### src/rtl/mem_port_arbiter_pkg.sv
// Shared types for the two-requester memory data-port arbiter.
// Holds the FSM state encoding and the access length codes.
package mem_port_arbiter_pkg;

  typedef enum logic [1:0] {
    ST_IDLE    = 2'd0,
    ST_RD_WAIT = 2'd1,
    ST_RD_RESP = 2'd2,
    ST_WR_RESP = 2'd3
  } state_t;

  localparam logic [1:0] LEN_B = 2'd0;
  localparam logic [1:0] LEN_H = 2'd1;
  localparam logic [1:0] LEN_W = 2'd2;
  localparam logic [1:0] LEN_R = 2'd3;

endpackage

### src/rtl/mem_port_arbiter_extend.sv
// Load extension: picks byte/half/word from data and sign/zero-extends it.
// Ports: data (raw word), len (length code), uns (1 = zero-extend), ext (result).
module mem_port_arbiter_extend
  import mem_port_arbiter_pkg::*;
#(
  parameter int XLEN = 32
) (
  input  logic [XLEN-1:0] data,
  input  logic [1:0]      len,
  input  logic            uns,
  output logic [XLEN-1:0] ext
);

  always_comb begin
    ext = '0;
    unique case (len)
      LEN_B:   ext = {{(XLEN-8){~uns & data[7]}}, data[7:0]};
      LEN_H:   ext = {{(XLEN-16){~uns & data[15]}}, data[15:0]};
      LEN_W:   ext = data;
      default: ext = '0;
    endcase
  end

endmodule

### src/rtl/mem_port_arbiter.sv
// Shares the memory data port between m0 (LSU) and m1 (DMA) with round-robin
// grant, hides the 2-cycle read timing and returns a one-cycle response pulse.
// Ports: clk/rst; per requester valid/ready/we/addr/wdata/len/unsigned and
// rsp_valid/rsp_rdata/rsp_err; memory pins data_addr_r, data_r, data_w_en,
// data_addr_w, data_w, data_len_w.
module mem_port_arbiter
  import mem_port_arbiter_pkg::*;
#(
  parameter int XLEN = 32
) (
  input  logic            clk,
  input  logic            rst,
  input  logic            m0_valid,
  output logic            m0_ready,
  input  logic            m0_we,
  input  logic [XLEN-1:0] m0_addr,
  input  logic [XLEN-1:0] m0_wdata,
  input  logic [1:0]      m0_len,
  input  logic            m0_unsigned,
  output logic            m0_rsp_valid,
  output logic [XLEN-1:0] m0_rsp_rdata,
  output logic            m0_rsp_err,
  input  logic            m1_valid,
  output logic            m1_ready,
  input  logic            m1_we,
  input  logic [XLEN-1:0] m1_addr,
  input  logic [XLEN-1:0] m1_wdata,
  input  logic [1:0]      m1_len,
  input  logic            m1_unsigned,
  output logic            m1_rsp_valid,
  output logic [XLEN-1:0] m1_rsp_rdata,
  output logic            m1_rsp_err,
  output logic [XLEN-1:0] data_addr_r,
  input  logic [XLEN-1:0] data_r,
  output logic            data_w_en,
  output logic [XLEN-1:0] data_addr_w,
  output logic [XLEN-1:0] data_w,
  output logic [1:0]      data_len_w
);

  state_t state, state_nx;

  logic            last_grant;
  logic            owner;
  logic            err_q;
  logic            uns_q;
  logic [1:0]      len_q;
  logic [XLEN-1:0] addr_q;
  logic [XLEN-1:0] rdata_q;
  logic [XLEN-1:0] ext;

  logic            can_grant, g0, g1, grant;
  logic            rd_grant, wr_grant, rsp_on;
  logic            w_we, w_uns;
  logic [1:0]      w_len;
  logic [XLEN-1:0] w_addr, w_wdata;

  // Gated by rst so no handshake is seen while reset is held.
  assign can_grant = !rst && (state != ST_RD_WAIT);
  // last_grant = 1 means m1 went last, so m0 wins a tie.
  assign g0 = can_grant && m0_valid && (!m1_valid || last_grant);
  assign g1 = can_grant && m1_valid && !g0;
  assign grant = g0 || g1;

  assign m0_ready = g0;
  assign m1_ready = g1;

  assign w_we    = g1 ? m1_we       : m0_we;
  assign w_uns   = g1 ? m1_unsigned : m0_unsigned;
  assign w_len   = g1 ? m1_len      : m0_len;
  assign w_addr  = g1 ? m1_addr     : m0_addr;
  assign w_wdata = g1 ? m1_wdata    : m0_wdata;

  assign rd_grant = grant && !w_we;
  assign wr_grant = grant && w_we;

  assign data_w_en   = wr_grant && (w_len != LEN_R);
  assign data_addr_w = wr_grant ? w_addr  : '0;
  assign data_w      = wr_grant ? w_wdata : '0;
  assign data_len_w  = wr_grant ? w_len   : '0;

  // Memory registers the address at the grant edge; hold it afterwards.
  assign data_addr_r = rd_grant ? w_addr : addr_q;

  assign rsp_on = (state == ST_RD_RESP) || (state == ST_WR_RESP);

  assign m0_rsp_valid = rsp_on && !owner;
  assign m1_rsp_valid = rsp_on && owner;
  assign m0_rsp_rdata = m0_rsp_valid ? rdata_q : '0;
  assign m1_rsp_rdata = m1_rsp_valid ? rdata_q : '0;
  assign m0_rsp_err   = m0_rsp_valid && err_q;
  assign m1_rsp_err   = m1_rsp_valid && err_q;

  mem_port_arbiter_extend #(.XLEN(XLEN)) u_ext (
    .data (data_r),
    .len  (len_q),
    .uns  (uns_q),
    .ext  (ext)
  );

  always_comb begin
    state_nx = ST_IDLE;
    unique case (state)
      ST_RD_WAIT: state_nx = ST_RD_RESP;
      default: begin
        if (grant) state_nx = w_we ? ST_WR_RESP : ST_RD_WAIT;
      end
    endcase
  end

  always_ff @(posedge clk or posedge rst) begin
    if (rst) state <= ST_IDLE;
    else     state <= state_nx;
  end

  always_ff @(posedge clk or posedge rst) begin
    if (rst) begin
      last_grant <= 1'b1;
      owner      <= 1'b0;
      err_q      <= 1'b0;
      uns_q      <= 1'b0;
      len_q      <= LEN_B;
      addr_q     <= '0;
      rdata_q    <= '0;
    end else if (grant) begin
      last_grant <= g1;
      owner      <= g1;
      err_q      <= (w_len == LEN_R);
      uns_q      <= w_uns;
      len_q      <= w_len;
      rdata_q    <= '0;
      if (rd_grant) addr_q <= w_addr;
    end else if (state == ST_RD_WAIT) begin
      rdata_q <= err_q ? '0 : ext;
    end
  end

endmodule

### config.mk
export PLATFORM = sky130hd
export DESIGN_NAME = mem_port_arbiter
export DESIGN_NICKNAME = d
export VERILOG_FILES = /design/src/rtl/mem_port_arbiter_pkg.sv /design/src/rtl/mem_port_arbiter_extend.sv /design/src/rtl/mem_port_arbiter.sv
export SDC_FILE = /design/constraint.sdc
export NUM_CORES = 1
export LEC_CHECK = 0
export BUFFER_PORTS_ARGS = -buffer_cell sky130_fd_sc_hd__buf_2
export CAP_MARGIN = 5
export CORE_AREA = 2 2 131 133
export DETAILED_ROUTE_END_ITERATION = 10
export DIE_AREA = 0 0 133 135
export PLACE_DENSITY = 0.71
export SETUP_SLACK_MARGIN = 0.15
export SLEW_MARGIN = 20
export SYNTH_ARGS = -nofsm -noshare
export SYNTH_HDL_FRONTEND = slang
export SYNTH_HIERARCHICAL = 1
export SYNTH_SLANG_ARGS = --single-unit
### constraint.sdc
create_clock -name clk -period 10.25 [get_ports clk]
set_clock_uncertainty 0.05 [all_clocks]
set_input_delay 2.05 -clock clk [delete_from_list [all_inputs] [get_ports clk]]
set_output_delay 2.05 -clock clk [all_outputs]
set_load 0.005 [all_outputs]
==> results of run 1 <==
-- kinds of logic (layout without fill, tap and decap cells) --
family / count (synthesis) / count (layout)
buffers and inverters: 60 / 370
other: 0 / 1
and+or+nand+nor: 271 / 271
muxes: 99 / 99
DFF: 72 / 72
AOI/OAI and AO/OA: 98 / 98
-- state kept, by name, summed over array words and instances, names as in the netlist --
register	flops
addr_q	32
rdata_q	32
len_q	2
state	2
err_q	1
last_grant	1
owner	1
uns_q	1
-- path summary, 6_finish.rpt --
path / from / end / slack [ns] / cells after the start
hold reg to reg: last_grant / last_grant / 0.43 / 2
setup reg to reg: state[1] / uns_q / 6.20 / 6
max in group asynchronous: rst / last_grant / 7.69 / 4
min in group asynchronous: rst / state[1] / 1.83 / 3
hold / removal: last_grant / last_grant / 0.43 / 2
setup / recovery: m1_valid / data_w[30] / 3.41 / 7
-- metal layers --
metal | track usage, % | up-vias
met3 | 6.72 | 13
met5 | 0 | -
met1 | 23.4 | 2575
met4 | 3.70 | 2
li1 | - | 2681
met2 | 33.6 | 214
-- through the flow --
step                      std cells  utilization, %  power (mW)  hold WS [ns]
after detailed placement       1113            43.9       0.802         0.422
after global placement         1113            43.9       0.793         0.418
final                          1131            45.9        1.12         0.430
after floorplan                 600               -       0.650         0.402
after CTS                      1129            45.7        1.14         0.432
after global routing           1130            45.9        1.20         0.445
-- worst reg2reg max path, stage by stage (launching register included) --
cell                       delay (ns)
sky130_fd_sc_hd__dfrtp_1         0.76
sky130_fd_sc_hd__nand2b_1        0.33
sky130_fd_sc_hd__buf_4           0.27
sky130_fd_sc_hd__nand3_4         0.72
sky130_fd_sc_hd__clkinv_1        1.13
sky130_fd_sc_hd__a222oi_1        0.60
sky130_fd_sc_hd__inv_1           0.07
-- where the power goes --
part | total [mW] | internal, mW | leakage (nW) | switching [mW]
clock network | 0.324 | 0.201 | 0.148 | 0.124
logic | 0.392 | 0.219 | 3.11 | 0.174
registers | 0.403 | 0.347 | 0.908 | 0.0551
total | 1.12 | 0.767 | 4.17 | 0.353
-- synth_stat cells (all sizes together), types with 2 or more instances --
| cell | instances |
|---|---|
| a21oi | 66 |
| nand3 | 3 |
| nand3b | 32 |
| dfrtp | 71 |
| a211o | 23 |
| clkbuf | 31 |
| inv | 4 |
| and2 | 42 |
| and3 | 33 |
| and3b | 7 |
| mux2i | 2 |
| nand2 | 107 |
| buf | 24 |
| mux2 | 97 |
| nor2 | 4 |
| nor2b | 34 |
| nand2b | 2 |
| o21ai | 2 |
-- area by class of cell --
type	instances	area share, %
repair buffers	349	23.7
clock inverters	5	0.731
flip-flops and latches	72	23.9
well taps	220	3.65
multi-input cells	468	44.4
inverters	5	0.266
diodes	1	0.0332
clock buffers	11	3.35
-- cells in the final DEF, fill, tap and decap left out, drive strengths merged, types with 2 or more instances in the layout --
cell type / instances
buf: 349
nand3: 3
nand3b: 32
nor2: 4
and3b: 7
a21oi: 66
nand2: 107
mux2i: 2
and2: 42
clkbuf: 11
clkinv: 4
mux2: 97
clkinvlp: 2
nor2b: 34
o21ai: 2
dfrtp: 71
a211o: 23
nand2b: 2
inv: 3
and3: 33
==> metrics.csv, run 1 <==
stage,metric,value,unit
synthesis,synth_compound_gate_area_share,11.2,%
synthesis,synth_enable_flop_cells,0,
synthesis,synth_area_leader_cell,sky130_fd_sc_hd__dfrtp_1,
clock_tree,cts_htree_levels,3,
min_path,min-delay-path-class,flip-flop to flip-flop,
synthesis,synthesis.area,5410,um2
die,floorplan.die.width,133,um
worst_setup_path,cp.required,8.15,ns
synthesis,synth_area_per_cell,9.01,um2
detailed_routing,met3RoutedLength,1480,um
global_routing,groute.usage.overall,19.3,%
synthesis,synth_fa_ha_area_share,0,%
timing,tightest_slew,1.01,ns
timing,rsz0062_at_grt,no,
worst_setup_path,path_type_of_the_worst_setup_path,primary input to output pin,
detailed_routing,highest_layer,met5,
synthesis,synth_top_flop_cell,sky130_fd_sc_hd__dfrtp_1,
worst_setup_path,cp.arrival,4.74,ns
synthesis,synth_async_reset_ratio,100,%
synthesis,count_of_synthesis_stage_warnings_from_yosys,6,
timing,setup_violations,0,
layout,drive_above_1_share,51.6,%
timing,min_period,6.84,ns
clock_tree,cts_root_buf,sky130_fd_sc_hd__clkbuf_16,
clock_tree,cts_hold_buf,0,
timing,final.period_utilization,66.7,%
worst_setup_path,timing.critical_path.fanout_max,71,
clock_tree,clkSlewWorstSetupHoldPaths,0.06,ns
synthesis,synth_xor_xnor_area_share,0,%
die,rows,47,
worst_setup_path,worst_path_largest_cell_delay,1.08,ns
timing,max-slew-margin-rel,32.4,%
layout,area_grow_syn2layout,39.3,%
synthesis,yosys.cell_types.count,39,
synthesis,seq_area_frac_synth,33.3,%
global_routing,grt_antenna_before_repair,3,
pwr,max-vdd-ir-drop,84.0,uV
clock_tree,cts_inserted_buffers,9,
placement,dp_slack,3.39,ns
detailed_routing,drt-initial-drc-count,297,
die,floorplan.io_pins,341,
die,die_y,135,um
status,result_of_the_run,"complete, no violations",
detailed_routing,drt.antenna.violating_nets,0,
clock_tree,cts_tree,yes,
synthesis,portion_of_synthesized_cell_area_occupied_by_the_leading_cell_type,32.9,%
timing,final.setup.worst_slack,3.41,ns
layout,final_nets,1077,
pwr,leakage,4.17,nW
worst_setup_path,cp-start-kind,primary input,
timing,timing.final.max_slew_violations,0,
timing,timing.final.hold_violations,0,
detailed_routing,routed-wl-met2,8920,um
placement,io_buffer_count,340,
synthesis,post_synth_inst_count,600,
placement,placement.cell_area,7200,um2
detailed_routing,drt-met1-wl,7470,um
clock_tree,insertion_delay_of_the_later_clocked_pin_in_the_worst_skew_pair,0.33,ns
timing,setup_total_negative_slack,0,ns
global_routing,first_global_vias,5191,
synthesis,synth_area_leaders,"sky130_fd_sc_hd__dfrtp_1, sky130_fd_sc_hd__mux2_2, sky130_fd_sc_hd__nand2_1, sky130_fd_sc_hd__a21oi_1, sky130_fd_sc_hd__mux2_4",
worst_setup_path,cpLargestDelayFamily,buffers and inverters,
clock_tree,post-cts-setup-buffers,0,
detailed_routing,remaining_drc_errors,0,
synthesis,synth_simple_gate_area_share,28.0,%
layout,fillers,1597,
placement,finalWeightedCongestion,0.770,
detailed_routing,wl,18000,um
detailed_routing,route.detailed.wl_per_inst,15.9,um
worst_setup_path,crit_path_frequent_cell,sky130_fd_sc_hd__buf_2,
clock_tree,clock_tree.buffer_depth,2,
layout,register_area,1800,um2
worst_setup_path,critical_path.cell_chain,"buf_2, a21boi_0, nand3_4, clkinv_1, nand2_1, a21oi_1, buf_2",
synthesis,synth_nets,772,
die,floorplan.die_area,18000,um2
clock_tree,cts_resized,0,
global_routing,largest_net_degree_at_the_start_of_global_routing,75,
synthesis,synth_mux_area_share,22.0,%
synthesis,synth.ff_latch_count,72,
worst_setup_path,cp.buffers_inverters,3,
die,core_area,16400,um2
placement,post-dp-hpwl,13100,um
worst_setup_path,critical_path_capture_point_type,output pin,
clock_tree,numClockSinks,72,
global_routing,grt.overflow.total,0,
pwr,power.density_cell_area,149,nW/um2
worst_setup_path,slowest_stage,sky130_fd_sc_hd__clkinv_1,
layout,fin_area,7530,um2
detailed_routing,via_count,5485,
detailed_routing,route.detailed.vias_per_inst,4.85,
run,cap_viol_max_count,0,
layout,multiInputGateArea,3340,um2
detailed_routing,dr.pass1.iters,4,
global_routing,grt_first_pass_wirelength,27600,um
die,initial_utilization,33.0,%
synthesis,main_combinational_cell_family_by_area_after_synthesis,simple AND/OR/NAND/NOR gates,
timing,timing.fmax,146,MHz
No activity file was read; power rests on OpenSTA's default activity.
==> run 2, diff against run 1 <==
==> constraint.sdc (replaced) <==
create_clock -name clk -period 6.8 [get_ports clk]
set_clock_uncertainty 0.05 [all_clocks]
set_input_delay 1.36 -clock clk [delete_from_list [all_inputs] [get_ports clk]]
set_output_delay 1.36 -clock clk [all_outputs]
set_load 0.005 [all_outputs]
==> run 2 against run 1 <==
  * Non-clock buffer count decreased by 1
  * Hold slack about the same
  * Sequential share of layout area decreased by 0.080 points
  * Critical path depth unchanged
  * Flip-flop and latch count unchanged
  * Die area unchanged
  * Wire length increased by 1.6%
  * Total power increased by 56%
  * Largest cell class unchanged
  * Design area increased by 0.27%
  * Combinational power increased by 49%
  * Core utilization increased by 0.12 points
==> metrics.csv, run 2 (synthesis gave the netlist of run 1 again) <==
stage,metric,value,unit,change
global_routing,groute.usage.overall,19.6,%,+0.25 points
timing,final.setup.worst_slack,1.31,ns,-2.10 ns
timing,setup_violations,0,,unchanged
layout,multiInputGateArea,3340,um2,unchanged
worst_setup_path,slowest_stage,sky130_fd_sc_hd__clkinv_1,,
detailed_routing,drt-initial-drc-count,270,,-9.1%
pwr,power.density_cell_area,232,nW/um2,+56%
status,result_of_the_run,"complete, no violations",,
detailed_routing,highest_layer,met5,,
worst_setup_path,timing.critical_path.fanout_max,44,,-38%
worst_setup_path,rrSetupSlack,3.33,ns,-2.87 ns
placement,io_buffer_count,340,,unchanged
worst_setup_path,worst_path_largest_cell_delay,0.97,ns,-0.11 ns
worst_setup_path,critical_path_capture_point_type,output pin,,
worst_setup_path,crit_path_frequent_cell,sky130_fd_sc_hd__buf_2,,
detailed_routing,route.detailed.vias_per_inst,4.80,,-1.1%
clock_tree,cts_hold_buf,0,,unchanged
clock_tree,clkSlewWorstSetupHoldPaths,0.06,ns,about the same
timing,min_period,5.49,ns,
placement,finalWeightedCongestion,0.775,,+0.61%
timing,max-slew-margin-rel,32.1,%,-0.31 points
clock_tree,numClockSinks,72,,unchanged
worst_setup_path,cp.arrival,4.08,ns,-0.66 ns
die,die_y,135,um,unchanged
placement,dp_slack,1.21,ns,-2.17 ns
detailed_routing,route.detailed.wl_per_inst,16.2,um,+1.5%
die,floorplan.die.width,133,um,unchanged
detailed_routing,via_count,5432,,-0.97%
pwr,leakage,4.18,nW,+0.17%
worst_setup_path,critical_path.cell_chain,"buf_2, clkinv_2, nand3_4, clkinv_1, nand2_1, a21oi_1, buf_2",,
min_path,hold_path.startpoint,last_grant,,
die,floorplan.die_area,18000,um2,unchanged
timing,timing.fmax,182,MHz,
detailed_routing,dr.pass1.iters,5,,+1
global_routing,first_global_vias,5083,,-2.1%
clock_tree,cts_inserted_buffers,9,,unchanged
clock_tree,cts_htree_levels,3,,unchanged
min_path,min-delay-path-class,flip-flop to flip-flop,,
global_routing,grt_first_pass_wirelength,27800,um,+0.50%
clock_tree,cts_tree,yes,,
die,initial_utilization,33.0,%,unchanged
clock_tree,insertion_delay_of_the_later_clocked_pin_in_the_worst_skew_pair,0.33,ns,about the same
min_path,min_delay_worst_endpoint,last_grant,,
layout,area_grow_syn2layout,39.7,%,
clock_tree,post-cts-setup-buffers,0,,unchanged
pwr,max-vdd-ir-drop,167,uV,+99%
die,rows,47,,unchanged
timing,tightest_slew,1.02,ns,+0.0109 ns
pwr,netSwitchingPower,0.538,mW,+53%
detailed_routing,drt.antenna.violating_nets,0,,unchanged
min_path,holdPathStages,2,,unchanged
run,cap_viol_max_count,0,,unchanged
worst_setup_path,timing.rr.end,uns_q,,
pwr,p_comb_share,33.3,%,-1.8 points
detailed_routing,wl,18300,um,+1.6%
global_routing,largest_net_degree_at_the_start_of_global_routing,65,,-13%
worst_setup_path,cp.required,5.39,ns,-2.76 ns
die,core_area,16400,um2,unchanged
layout,register_area,1800,um2,about the same
pwr,netSwitchingFraction,30.8,%,-0.74 points
timing,rsz0062_at_grt,no,,
pwr,cell_internal_pwr,1.21,mW,+58%
placement,post-dp-hpwl,13300,um,+1.5%
worst_setup_path,path_type_of_the_worst_setup_path,primary input to output pin,,
layout,mostFrequentLayoutCell,sky130_fd_sc_hd__buf_2,,
layout,drive_above_1_share,51.4,%,-0.27 points
timing,timing.final.hold_violations,0,,unchanged
die,floorplan.io_pins,341,,unchanged
global_routing,grt.overflow.total,0,,unchanged
clock_tree,cts_resized,0,,unchanged
layout,final_nets,1076,,-0.093%
worst_setup_path,crit-reg2reg-launch,state[1],,
worst_setup_path,cp-start-kind,primary input,,
detailed_routing,routed-wl-met2,8970,um,+0.56%
worst_setup_path,number_of_cell_instances_on_the_worst_register_to_register_path,5,,-1
timing,timing.final.max_slew_violations,0,,unchanged
detailed_routing,met3RoutedLength,1390,um,-5.7%
global_routing,grt_antenna_before_repair,4,,+1
pwr,p_clk_share,31.4,%,+2.4 points
layout,fillers,1597,,unchanged
clock_tree,cts_root_buf,sky130_fd_sc_hd__clkbuf_16,,
detailed_routing,remaining_drc_errors,0,,unchanged
layout,reg.largest.list,"addr_q (32), rdata_q (32)",,
clock_tree,clock_tree.buffer_depth,2,,unchanged
detailed_routing,drt-met1-wl,7810,um,+4.6%
layout,layout.cells.most_common_list,"sky130_fd_sc_hd__buf_2, sky130_fd_sc_hd__nand2_1, sky130_fd_sc_hd__mux2_2",,
pwr,share_seq_of_total_power,35.2,%,-0.8 points
timing,final.period_utilization,80.7,%,
timing,setup_total_negative_slack,0,ns,unchanged
run 2: cell types whose count changed in the layout (fill, tap and decap cells not counted), moves of 2 or more:
cell                        change
sky130_fd_sc_hd__bufinv_16      +2
sky130_fd_sc_hd__clkbuf_8       -2
sky130_fd_sc_hd__diode_2        +2
sky130_fd_sc_hd__inv_6          +2
sky130_fd_sc_hd__clkinv_2       -2
run 2: cell type report:
class                           instances  area share [%]
Sequential cell                        72            23.9
Tap cell                              220            3.64
Timing Repair Buffer                  348            23.3
Antenna cell                            3          0.0994
Clock inverter                          6            1.52
Multi-Input combinational cell        468            44.2
Inverter                                5           0.265
Clock buffer                           10            3.03
run 2: power groups by stage:
stage | Sequential, mW | Clock (mW) | Combinational [mW]
2_1_floorplan | 0.572 | 0 | 0.409
3_3_place_gp | 0.618 | 0 | 0.580
3_5_place_dp | 0.622 | 0 | 0.587
4_1_cts | 0.617 | 0.566 | 0.589
5_1_grt | 0.636 | 0.584 | 0.641
6_report | 0.617 | 0.550 | 0.583
run 2: stage by stage:
stage	util (%)	hold slack (ns)	instances	instance area (um2)	total power, mW
final	46.0	0.430	1132	7550	1.75
after global placement	43.9	0.419	1113	7200	1.20
after floorplan	-	0.402	600	5410	0.980
after global routing	46.0	0.452	1132	7550	1.86
after CTS	46.0	0.432	1129	7540	1.77
after detailed placement	43.9	0.423	1113	7200	1.21
run 2: worst max path at each step:
stage,start,end,slack [ns],depth (start not counted)
floorplan,rst,data_w[22],0.86,7
global placement,rst,data_len_w[1],1.28,7
detailed placement,rst,data_len_w[1],1.21,7
CTS,rst,data_len_w[1],1.21,7
global route,rst,data_len_w[1],0.93,7
finish,rst,data_w[30],1.31,7
run 2: per-layer routing:
layer  GRT usage (%)  vias up
met3            4.99        9
met2            33.0      225
met1            24.6     2516
met4            6.09        2
met5               0        -
li1                -     2680
run 2: critical path: cells and delay by family:
family	cells	cell delay [ns]
AOI/OAI and AO/OA	1	0.10
buffers and inverters	4	1.62
and+or+nand+nor	2	0.96
==> run 3, diff against run 2 <==
==> constraint.sdc (replaced) <==
create_clock -name clk -period 5.3 [get_ports clk]
set_clock_uncertainty 0.05 [all_clocks]
set_input_delay 1.06 -clock clk [delete_from_list [all_inputs] [get_ports clk]]
set_output_delay 1.06 -clock clk [all_outputs]
set_load 0.005 [all_outputs]
==> run 3 against run 2 <==
  * Cell count up 0.71%
  * Clock power up 12%
  * Core utilization up 0.35 points
  * Flip-flop and latch count unchanged
  * First-iteration DRC count down 21%
  * Sequential share of layout area down 0.16 points
  * Setup slack worse by 0.33 ns
  * Global-route usage down 0.21 points
==> metrics.csv, run 3 (synthesis gave the netlist of run 1 again) <==
stage,metric,value,unit,change
status,result_of_the_run,"complete, no violations",,
pwr,power.density_cell_area,285,nW/um2,+23%
run,cap_viol_max_count,0,,unchanged
die,rows,47,,unchanged
placement,post-place-cells,1126,,+1.2%
timing,timing.final.max_slew_violations,0,,unchanged
placement,io_buffer_count,340,,unchanged
min_path,holdPathStages,2,,unchanged
global_routing,first_global_vias,5309,,+4.4%
global_routing,grt.overflow.total,0,,unchanged
layout,mostFrequentLayoutCell,sky130_fd_sc_hd__buf_2,,
clock_tree,post-cts-setup-buffers,0,,unchanged
timing,setup_total_negative_slack,0,ns,unchanged
clock_tree,clock_tree.buffer_depth,2,,unchanged
clock_tree,cts_resized,0,,unchanged
layout,instances_no_fill,1140,,+0.71%
worst_setup_path,critical_path_capture_point_type,output pin,,
min_path,min_delay_worst_endpoint,last_grant,,
worst_setup_path,rrSetupSlack,2.65,ns,-0.68 ns
clock_tree,clkSlewWorstSetupHoldPaths,0.06,ns,about the same
detailed_routing,drt.antenna.violating_nets,0,,unchanged
die,core_area,16400,um2,unchanged
worst_setup_path,critical_path.cell_chain,"buf_2, a21boi_0, nand3_4, clkinv_1, buf_4, nand2_1, a21oi_1, buf_2",,
timing,rsz0062_at_grt,no,,
min_path,hold_path.startpoint,last_grant,,
die,floorplan.io_pins,341,,unchanged
detailed_routing,wl,18100,um,-1.4%
detailed_routing,dr.pass1.iters,4,,-1
layout,final_nets,1089,,+1.2%
global_routing,largest_net_degree_at_the_start_of_global_routing,65,,unchanged
worst_setup_path,timing.rr.end,addr_q[5],,
timing,max-slew-margin-rel,36.7,%,+4.6 points
timing,hold-worst-slack,0.433,ns,+0.00263 ns
timing,final.period_utilization,81.4,%,
layout,core_util_final,46.4,%,+0.35 points
detailed_routing,route.detailed.wl_per_inst,15.8,um,-2.1%
clock_tree,cts_inserted_buffers,9,,unchanged
worst_setup_path,cp-start-kind,primary input,,
layout,layout.cells.most_common_list,"sky130_fd_sc_hd__buf_2, sky130_fd_sc_hd__nand2_1, sky130_fd_sc_hd__mux2_2",,
timing,tightest_slew,0.950,ns,-0.0684 ns
layout,drive_above_1_share,52.2,%,+0.80 points
die,floorplan.die_area,18000,um2,unchanged
pwr,max-vdd-ir-drop,159,uV,-5.1%
timing,min_period,4.32,ns,
layout,area_grow_syn2layout,40.8,%,
die,floorplan.die.width,133,um,unchanged
worst_setup_path,path_type_of_the_worst_setup_path,primary input to output pin,,
clock_tree,cts_tree,yes,,
pwr,leakage,4.22,nW,+1.1%
detailed_routing,remaining_drc_errors,0,,unchanged
clock_tree,cts_hold_buf,0,,unchanged
clock_tree,cts_root_buf,sky130_fd_sc_hd__clkbuf_16,,
die,initial_utilization,33.0,%,unchanged
placement,placement.cell_area,7310,um2,+1.6%
layout,reg.largest.list,"addr_q (32), rdata_q (32)",,
worst_setup_path,crit_path_frequent_cell,sky130_fd_sc_hd__buf_2,,
global_routing,grt_antenna_before_repair,2,,-2
detailed_routing,route.detailed.vias_per_inst,4.86,,+1.2%
worst_setup_path,slowest_stage,sky130_fd_sc_hd__nand3_4,,
worst_setup_path,cp.arrival,3.21,ns,-0.87 ns
layout,fin_area,7610,um2,+0.76%
placement,post-dp-hpwl,13500,um,+1.9%
worst_setup_path,number_of_cell_instances_on_the_worst_register_to_register_path,6,,+1
layout,antenna-diode-count,0,,-3
timing,timing.final.hold_violations,0,,unchanged
clock_tree,insertion_delay_of_the_later_clocked_pin_in_the_worst_skew_pair,0.33,ns,about the same
worst_setup_path,crit-reg2reg-launch,state[0],,
min_path,min-delay-path-class,flip-flop to flip-flop,,
worst_setup_path,worst_path_largest_cell_delay,0.55,ns,-0.42 ns
worst_setup_path,timing.critical_path.fanout_max,42,,-4.5%
placement,dp_slack,0.977,ns,-0.237 ns
worst_setup_path,cp.required,4.19,ns,-1.20 ns
placement,finalWeightedCongestion,0.780,,+0.62%
clock_tree,cts_htree_levels,3,,unchanged
global_routing,grt_first_pass_wirelength,27800,um,about the same
clock_tree,numClockSinks,72,,unchanged
global_routing,groute.usage.overall,19.4,%,-0.21 points
timing,timing.fmax,232,MHz,
timing,setup_violations,0,,unchanged
timing,final.setup.worst_slack,0.984,ns,-0.329 ns
die,die_y,135,um,unchanged
pwr,power.total,2.17,mW,+24%
detailed_routing,drt-initial-drc-count,213,,-21%
detailed_routing,via_count,5536,,+1.9%
[run 3: cell count changes in the layout (fill, tap and decap cells not counted)]
cell and delta:
sky130_fd_sc_hd__buf_4 +12, sky130_fd_sc_hd__diode_2 -3, sky130_fd_sc_hd__bufinv_16 -2, sky130_fd_sc_hd__clkbuf_8 +2
sky130_fd_sc_hd__inv_6 -2, sky130_fd_sc_hd__buf_12 +1, sky130_fd_sc_hd__clkbuf_1 -1, sky130_fd_sc_hd__clkinvlp_4 +1
sky130_fd_sc_hd__dfrtp_1 -1, sky130_fd_sc_hd__dfrtp_2 +1
[run 3: final cells by class]
class / instances / area, um2
Clock buffer: 11 / 253
Inverter: 5 / 22.5
Clock inverter: 3 / 42.5
Sequential cell: 72 / 1800
Multi-Input combinational cell: 468 / 3340
Tap cell: 220 / 275
Fill cell: 1585 / 8800
Timing Repair Buffer: 361 / 1870
[run 3: routing by layer]
metal	share of wire, %	global-route usage, %
met5	0.055	0
met1	42	24.6
met3	8.4	4.69
met4	1.3	5.73
met2	49	32.7
[run 3: critical path: cells and delay by family]
kind	cells	cell delay (ns)
AOI/OAI and AO/OA	2	0.52
buffers and inverters	4	0.91
and+or+nand+nor	2	0.67
[run 3: worst max path at each step]
stage,end,startpoint,depth (start not counted)
floorplan,data_addr_r[27],rst,5
finish,data_w[18],m1_valid,8
CTS,data_w[11],m0_valid,8
global route,data_w[20],m1_valid,8
detailed placement,data_addr_r[20],rst,6
global placement,data_addr_r[24],rst,6
[run 3: power by group]
| part | switching (mW) | internal, mW |
|---|---|---|
| clock | 0.231 | 0.384 |
| sequential | 0.111 | 0.672 |
| combinational | 0.338 | 0.430 |
